`src/rtl/factorial_pkg.sv`:
```
// Shared types and constants for the iterative factorial engine.
// Holds the FSM encoding, result-mode codes and the DATA_W legality rule.
package factorial_pkg;

  typedef enum logic [1:0] {
    ST_IDLE = 2'd0,
    ST_CALC = 2'd1,
    ST_DONE = 2'd2
  } state_t;

  localparam logic MODE_WRAP = 1'b0;
  localparam logic MODE_SAT  = 1'b1;

  localparam int unsigned DATA_W_MIN = 8;
  localparam int unsigned DATA_W_MAX = 64;

  function automatic bit data_w_legal(input int unsigned w);
    return (w >= DATA_W_MIN) && (w <= DATA_W_MAX);
  endfunction

endpackage

```
`src/rtl/factorial_mul_ovf.sv`:
```
// Combinational DATA_W x DATA_W multiply: low word of the product plus a flag
// that is set when any bit of the upper word is nonzero.
module factorial_mul_ovf #(
  parameter int unsigned DATA_W = 32
) (
  input  logic [DATA_W-1:0] i_a,
  input  logic [DATA_W-1:0] i_b,
  output logic [DATA_W-1:0] o_lo,
  output logic              o_hi
);

  logic [2*DATA_W-1:0] w_prod;

  assign w_prod = {{DATA_W{1'b0}}, i_a} * {{DATA_W{1'b0}}, i_b};
  assign o_lo   = w_prod[DATA_W-1:0];
  assign o_hi   = |w_prod[2*DATA_W-1:DATA_W];

endmodule

```
`src/rtl/factorial_iter_param.sv`:
```
// Iterative num! engine, one multiply per cycle, ap_ctrl_hs handshake.
// Per-call wrap/saturate mode, sticky overflow and early exit once a wrapped residue hits 0.
module factorial_iter_param
  import factorial_pkg::*;
#(
  parameter int unsigned DATA_W = 32
) (
  input  logic              ap_clk,
  input  logic              ap_rst,
  input  logic              ap_start,
  output logic              ap_done,
  output logic              ap_idle,
  output logic              ap_ready,
  input  logic [DATA_W-1:0] num,
  input  logic              mode,
  output logic [DATA_W-1:0] ap_return,
  output logic              ap_overflow
);

  if (!data_w_legal(DATA_W)) begin : g_bad_data_w
    $error("factorial_iter_param: DATA_W must be within 8..64");
  end

  localparam logic [DATA_W-1:0] AccOne  = DATA_W'(1);
  localparam logic [DATA_W-1:0] AllOnes = '1;

  state_t              r_state, w_state_next;
  logic [DATA_W-1:0]   r_acc, w_acc_next;
  logic [DATA_W-1:0]   r_cnt, w_cnt_next;
  logic                r_ovf, w_ovf_next;
  logic                r_mode, w_mode_next;
  logic [DATA_W-1:0]   r_ret, w_ret_next;
  logic                r_ret_ovf, w_ret_ovf_next;

  logic [DATA_W-1:0]   w_prod_lo;
  logic                w_prod_hi;
  logic                w_accept;
  logic                w_cnt_le1;
  logic                w_wrap_zero;
  logic                w_sat_ovf;

  factorial_mul_ovf #(
    .DATA_W (DATA_W)
  ) u_mul (
    .i_a  (r_acc),
    .i_b  (r_cnt),
    .o_lo (w_prod_lo),
    .o_hi (w_prod_hi)
  );

  assign w_accept    = (r_state == ST_IDLE) && ap_start;
  assign w_cnt_le1   = (r_cnt[DATA_W-1:1] == '0);
  assign w_wrap_zero = (r_mode == MODE_WRAP) && (r_acc == '0);
  assign w_sat_ovf   = (r_mode == MODE_SAT) && w_prod_hi;

  always_ff @(posedge ap_clk or posedge ap_rst) begin
    if (ap_rst) begin
      r_state <= ST_IDLE;
    end else begin
      r_state <= w_state_next;
    end
  end

  always_comb begin
    w_state_next = r_state;
    unique case (r_state)
      ST_IDLE: if (ap_start) w_state_next = ST_CALC;
      ST_CALC: if (w_cnt_le1 || w_wrap_zero || w_sat_ovf) w_state_next = ST_DONE;
      ST_DONE: w_state_next = ST_IDLE;
      default: w_state_next = ST_IDLE;
    endcase
  end

  // Reset gates ap_ready so nothing is reported as accepted while reset is held.
  always_comb begin
    ap_idle     = (r_state == ST_IDLE);
    ap_ready    = ap_idle && ap_start && !ap_rst;
    ap_done     = (r_state == ST_DONE);
    ap_return   = r_ret;
    ap_overflow = r_ret_ovf;
  end

  // Datapath next-state; the result registers load on the CALC->DONE transition.
  always_comb begin
    w_acc_next     = r_acc;
    w_cnt_next     = r_cnt;
    w_ovf_next     = r_ovf;
    w_mode_next    = r_mode;
    w_ret_next     = r_ret;
    w_ret_ovf_next = r_ret_ovf;
    if (w_accept) begin
      w_acc_next  = AccOne;
      w_cnt_next  = num;
      w_ovf_next  = 1'b0;
      w_mode_next = mode;
    end else if (r_state == ST_CALC) begin
      if (w_cnt_le1 || w_wrap_zero) begin
        w_ret_next     = r_acc;
        w_ret_ovf_next = r_ovf;
      end else if (r_mode == MODE_WRAP) begin
        w_acc_next = w_prod_lo;
        w_ovf_next = r_ovf | w_prod_hi;
        w_cnt_next = r_cnt - AccOne;
      end else if (w_prod_hi) begin
        w_acc_next     = AllOnes;
        w_ovf_next     = 1'b1;
        w_ret_next     = AllOnes;
        w_ret_ovf_next = 1'b1;
      end else begin
        w_acc_next = w_prod_lo;
        w_cnt_next = r_cnt - AccOne;
      end
    end
  end

  always_ff @(posedge ap_clk or posedge ap_rst) begin
    if (ap_rst) begin
      r_acc     <= AccOne;
      r_cnt     <= '0;
      r_ovf     <= 1'b0;
      r_mode    <= MODE_WRAP;
      r_ret     <= '0;
      r_ret_ovf <= 1'b0;
    end else begin
      r_acc     <= w_acc_next;
      r_cnt     <= w_cnt_next;
      r_ovf     <= w_ovf_next;
      r_mode    <= w_mode_next;
      r_ret     <= w_ret_next;
      r_ret_ovf <= w_ret_ovf_next;
    end
  end

endmodule

```
`config.mk`:
```
export PLATFORM = sky130hd
export DESIGN_NAME = factorial_iter_param
export DESIGN_NICKNAME = d
export VERILOG_FILES = /design/src/rtl/factorial_pkg.sv /design/src/rtl/factorial_mul_ovf.sv /design/src/rtl/factorial_iter_param.sv
export SDC_FILE = /design/constraint.sdc
export NUM_CORES = 2
export LEC_CHECK = 0
export BUFFER_PORTS_ARGS = -buffer_cell sky130_fd_sc_hd__buf_2
export CAP_MARGIN = 30
export CORE_ASPECT_RATIO = 0.5
export CORE_UTILIZATION = 30
export CTS_BUF_LIST = sky130_fd_sc_hd__clkbuf_8
export CTS_CLUSTER_DIAMETER = 120
export DETAILED_ROUTE_END_ITERATION = 6
export RECOVER_POWER = 50
export SLEW_MARGIN = 25
export SYNTH_ARGS = -nofsm -noshare
export SYNTH_HDL_FRONTEND = slang
export SYNTH_SLANG_ARGS = --single-unit
```
`constraint.sdc`:
```
create_clock -name ap_clk -period 8.25 [get_ports ap_clk]
set_input_delay 2.0625 -clock ap_clk [delete_from_list [all_inputs] [get_ports ap_clk]]
set_output_delay 2.0625 -clock ap_clk [all_outputs]
set_load 0.01 [all_outputs]
```
[After elaboration in Yosys (flattened, before gate mapping)]
Cells that the tools add are included.
Storage, ports and cells
  input bits: 36
  logic and storage cells: 61
  register bits after elaboration: 101
  output and inout bits: 36
Operators by class
  $mul: 1
  eq/ne operators: 7
  bitwise gates (word level): 3
  reduce and logical (&&, ||, !) cells: 19
  mux-type cells: 23
  add/subtract/negate cells: 1
Operator list (number)
  $mux W32: 13
  $mul A32 B32 Y64: 1
  $logic_not A32 Y1: 1
  $reduce_or A32 Y1: 1
  $sub A32 B1 Y32 const B: 1
  $logic_not A31 Y1: 1
  $mux W1: 7
  $ne A2 B2 Y1 const B: 3
  $reduce_and A3 Y1: 2
  $reduce_bool A2 Y1: 3
  $logic_and A1 B1 Y1: 4
  $mux W2: 2
  $pmux W2 S2: 1
  $reduce_and A2 Y1: 2
  $reduce_and A4 Y1: 1
  $ne A3 B1 Y1 const B: 1
  $ne A3 B2 Y1 const B: 1
  $eq A2 B1 Y1 const B: 1
  $eq A2 B2 Y1 const B: 1
  $logic_not A2 Y1: 1
  $logic_or A1 B1 Y1: 2
  $not A1 Y1: 2
  $logic_not A1 Y1: 1
  $or A1 B1 Y1: 1

[Logic depth before layout (Yosys ltp)]
  depth in word-level cells: 7
  gate-level depth with buffers: 35
  gate-level depth less buffers: 30

[Hierarchy]
A second synthesis with hierarchy kept.
Second synthesis, totals
  cell total of the unflattened synthesis: 4168
  area, all modules: 37991.4 sq um
By module, submodules not included
  factorial_mul_ovf: seq. area each 0.0 sq um, instances 1, cells an instance 3612, area each 33034.2 sq um
  factorial_iter_param: seq. area each 2528.7 sq um, instances 1, cells an instance 556, area each 4957.3 sq um

[Least setup slack after synthesis]
No wires, ideal clock.
  kind: flip-flop to flip-flop
  start point: register r_acc[23]
  end point: register r_cnt[22]
  setup slack: -0.789 ns
  period minus slack after synthesis: 9.039 ns
  cell stages (with the launch flop): 31
  arrival: 8.897 ns
  buffers on the path: 4
  cells stage by stage: dfrtp_1 -> clkbuf_1 -> clkbuf_1 -> nand2_1 -> fa_1 -> inv_1 -> fa_1 -> inv_1 -> fa_1 -> inv_1 -> fa_1 -> inv_1 -> fa_1 -> fa_1 -> fa_1 -> fa_1 -> inv_1 -> ha_1 -> clkbuf_1 -> nand4_1 -> or2_2 -> nand2b_1 -> a211oi_1 -> or3_1 -> mux2_1 -> or4_4 -> or4_4 -> o41a_1 -> buf_2 -> o41ai_2 -> a31oi_1
Between the ends
  cells in the longest elaborated chain, start to end: 5
Ends and longest elaborated chain
  start, declared: line factorial_iter_param.sv:28  | logic [DATA_W-1:0] r_acc, w_acc_next;
  start signal, assigned: line factorial_iter_param.sv:118  | r_acc <= AccOne;
  start signal, assigned: line factorial_iter_param.sv:125  | r_acc <= w_acc_next;
  parallel branches: the longest is 4 deep, another holds $mul A32 B32 Y64
  $reduce_and A3 Y1 (no line) *
  end signal, assigned: line factorial_iter_param.sv:126  | r_cnt <= w_cnt_next;
  end, declared: line factorial_iter_param.sv:29  | logic [DATA_W-1:0] r_cnt, w_cnt_next;
Every way passes the cells marked *.
A chain may end at the register's enable or synchronous reset.

[Final worst setup path]
  start point: register r_cnt[6]
  end point: register r_acc[8]
Between the ends
  cells in the longest elaborated chain, start to end: 7
Ends and longest elaborated chain
  $mul A32 B32 Y64: line factorial_mul_ovf.sv:14  | assign w_prod = {{DATA_W{1'b0}}, i_a} * {{DATA_W{1'b0}}, i_b};
  $reduce_or A32 Y1: line factorial_mul_ovf.sv:16  | assign o_hi = |w_prod[2*DATA_W-1:DATA_W];
  $mux W32: line factorial_iter_param.sv:104  | end else if (w_prod_hi) begin
  $mux W32: line factorial_iter_param.sv:100  | end else if (r_mode == MODE_WRAP) begin
  $mux W32: line factorial_iter_param.sv:97  | if (w_cnt_le1 || w_wrap_zero) begin
  $mux W32: line factorial_iter_param.sv:96  | end else if (r_state == ST_CALC) begin
  $mux W32: line factorial_iter_param.sv:91  | if (w_accept) begin
Parallel ways exist; a longest one is shown, timed or not. The select of a mux whose other input is x is not followed.

==> impl_metrics.tcl <==
set metrics [dict create \
    die_area_um2 130000 \
    status "finished, violations left" \
    syn2layout_area_growth_pct 21.7 \
    synthMuxAreaShare_pct 0.273 \
    final_cell_mix "fa_1 (877), inv_1 (744), and2_1 (607), nand2_1 (522), buf_4 (494)" \
    drv_slew 104 \
    clock_latency_ps 460 \
    clk_pin_slew_ps 140 \
    cp-start-kind "flip-flop" \
    cts-buffers-inserted 9 \
    htreeDepth 3 \
    drt.antenna.violating_nets 0 \
    dr.pass1.iters 5 \
    fmax_ghz 0.109 \
    slowest_stage "fa_1" \
    cap_violations 2 \
    synth_adder_area_share_pct 55.1 \
    dp.cells 6255 \
    dpl.hpwl_um 104000 \
    post-route-period-util_pct 111 \
    gr-usage-all-layers_pct 19.4 \
    vias_per_cell 4.86 \
    setup_ws_ps -886 \
    vias 30700 \
    synth-seq-area-share_pct 6.56 \
    crit_top_cell "fa_1" \
    grt_pass1_vias 33800 \
    min_period_ps 9140 \
    ys.flop_type "dfrtp_1" \
    setup_viol 100 \
    fin_nets 5811 \
    drive_above_1_share_pct 19.8 \
    clockBufferDepth 2 \
    cts_num_sinks 101 \
    rsz0062_at_grt "yes" \
    fin_hold_ws_ps 517 \
    finalSetupTns_ps -76220 \
    wl_um 124000 \
    synthXorXnorAreaFrac_pct 0.954 \
    synth_cells 4247 \
    core.rowCount 92 \
    avgSynthCellArea_um2 9.08 \
    critPathKind "reg2reg" \
    ys_async_sr_fraction_pct 100 \
    violations "capacitance limit, slew limit, setup timing" \
    timing.slew.headroom_pct -169 \
    start_util_pct 30.4 \
    end_kind "flip-flop" \
    cp_max_fo 8 \
    fp.coreArea_um2 127000 \
    cts_root_buf "clkbuf_8" \
    critPathTopFamily "adder cells" \
    io_pins 72 \
    ys_types 77 \
    io_buffers 71 \
    drt_iter0_drc 2145 \
    final_cells 6314 \
    grt_max_degree 69 \
    hold_viol 0 \
    overflow 0 \
    drc 0 \
    syn_nets 5443 \
    slowest_delay_ps 590 \
    die_h_um 255 \
    synth_edf_count 0 \
    grt_pass1_wl_um 196000 \
    tightest_slew_ps 4040 \
    path_buf_inv 7 \
    tritoncts "yes" \
    synth_top_family_by_area "adder cells" \
    final_common_cell "fa_1" \
    synth_seq_cells 101 \
    ys_warn_count 0 \
    synth_area_um2 38500 \
    wl_per_cell_um 19.6 \
    cp.required_ps 8580 \
    yosys.area_share.simple_pct 19.1 \
    clock_skew_ps 46.3 \
    place_congestion 0.927 \
    die_w_um 509 \
    synth-compound-area-share_pct 7.49 \
    antenna_found_initial 2 \
    min_path_type "reg2reg" \
    arrival_ps 9460 \
]
-- per-stage QoR --
stage	util [%]	area (µm²)	worst slack, ps
after floorplan	-	38800	-345
after global placement	35.6	45100	-1200
after detailed placement	35.6	45100	-1220
after CTS	36.4	46200	-786
after global routing	37.0	46900	-1100
final	37.0	46900	-886
-- worst register-to-register path: cells and delay by family, from the launching register on --
family / cells / cell delay [ps]
buffers and inverters: 7 / 910
adder cells (fa/ha/maj): 9 / 4400
AND/OR/NAND/NOR: 6 / 1920
flip-flops: 1 / 480
AO/OA/AOI/OAI: 5 / 1080
multiplexers: 1 / 250
-- final cells by class --
class | instances | area (µm²)
Clock inverter | 5 | 58.8
Inverter | 750 | 2820
Multi-Input combinational cell | 3076 | 33100
Fill cell | 12700 | 79800
Clock buffer | 10 | 138
Antenna cell | 3 | 7.51
Tap cell | 1692 | 2120
Timing Repair Buffer | 677 | 6140
Sequential cell | 101 | 2560
-- cell families after synthesis --
kind of cell / after synthesis
muxes: 10
DFF: 101
AOI/OAI and AO/OA: 437
buffers and inverters: 1070
adders and majority gates: 1160
xor gates and xnor gates: 42
and+or+nand+nor: 1427
-- what timing repair did --
item                       4_1_cts  5_1_grt
buffers inserted                19       15
resized for setup              140      103
gates cloned                     2        6
hold buffers                     0        0
pin swaps                       39       38
setup endpoints to repair      100      100
-- per-layer routing --
layer | part of all wire, % | GRT usage [%]
met1 | 44 | 26.5
met2 | 48 | 32.2
met3 | 5.1 | 2.13
met4 | 3.1 | 5.83
met5 | 0 | 0
-- synth_stat cells, drive strengths merged (5+ instances only) --
| cell | n | share of area [%] |
|---|---|---|
| a211o | 5 | 0.11 |
| a211oi | 10 | 0.21 |
| a21boi | 5 | 0.097 |
| a21o | 19 | 0.37 |
| a21oi | 165 | 2.2 |
| a2bb2oi | 5 | 0.11 |
| a31oi | 29 | 0.51 |
| and2 | 618 | 10 |
| and3 | 12 | 0.19 |
| and4 | 7 | 0.16 |
| buf | 22 | 0.33 |
| clkbuf | 298 | 2.9 |
| dfrtp | 100 | 6.5 |
| fa | 896 | 47 |
| ha | 264 | 8.6 |
| inv | 750 | 7.3 |
| mux2i | 6 | 0.16 |
| nand2 | 527 | 5.1 |
| nand2b | 5 | 0.081 |
| nand3 | 22 | 0.29 |
| nand4 | 39 | 0.63 |
| nor2 | 104 | 1.0 |
| nor2b | 8 | 0.13 |
| nor3 | 26 | 0.34 |
| nor4 | 19 | 0.31 |
| o211ai | 9 | 0.18 |
| o21a | 15 | 0.29 |
| o21ai | 55 | 0.71 |
| o21bai | 11 | 0.21 |
| o22a | 50 | 1.1 |
| o31ai | 10 | 0.19 |
| o41ai | 5 | 0.15 |
| or2 | 8 | 0.13 |
| or3 | 16 | 0.26 |
| xnor2 | 24 | 0.55 |
| xor2 | 18 | 0.41 |
-- registers in the layout (all words and copies together), names as in the netlist --
signal,flops
r_state,2
r_cnt,32
r_mode,1
ap_return,32
ap_overflow,1
r_acc,32
r_ovf,1
-- worst paths after layout --
kind                               start             to  slack, ps  cells past startpoint
setup / recovery                r_cnt[6]       r_acc[8]       -890                     28
hold / removal             ap_return[25]  ap_return[25]        520                      1
max in group asynchronous         ap_rst      r_acc[28]       1300                      3
hold reg to reg            ap_return[25]  ap_return[25]        520                      1
setup reg to reg                r_cnt[6]       r_acc[8]       -890                     28
min in group asynchronous         ap_rst          r_ovf       2100                      2
Power is not shown: default switching activity piles up to over one toggle a cycle in this logic, so the estimate is an artifact.
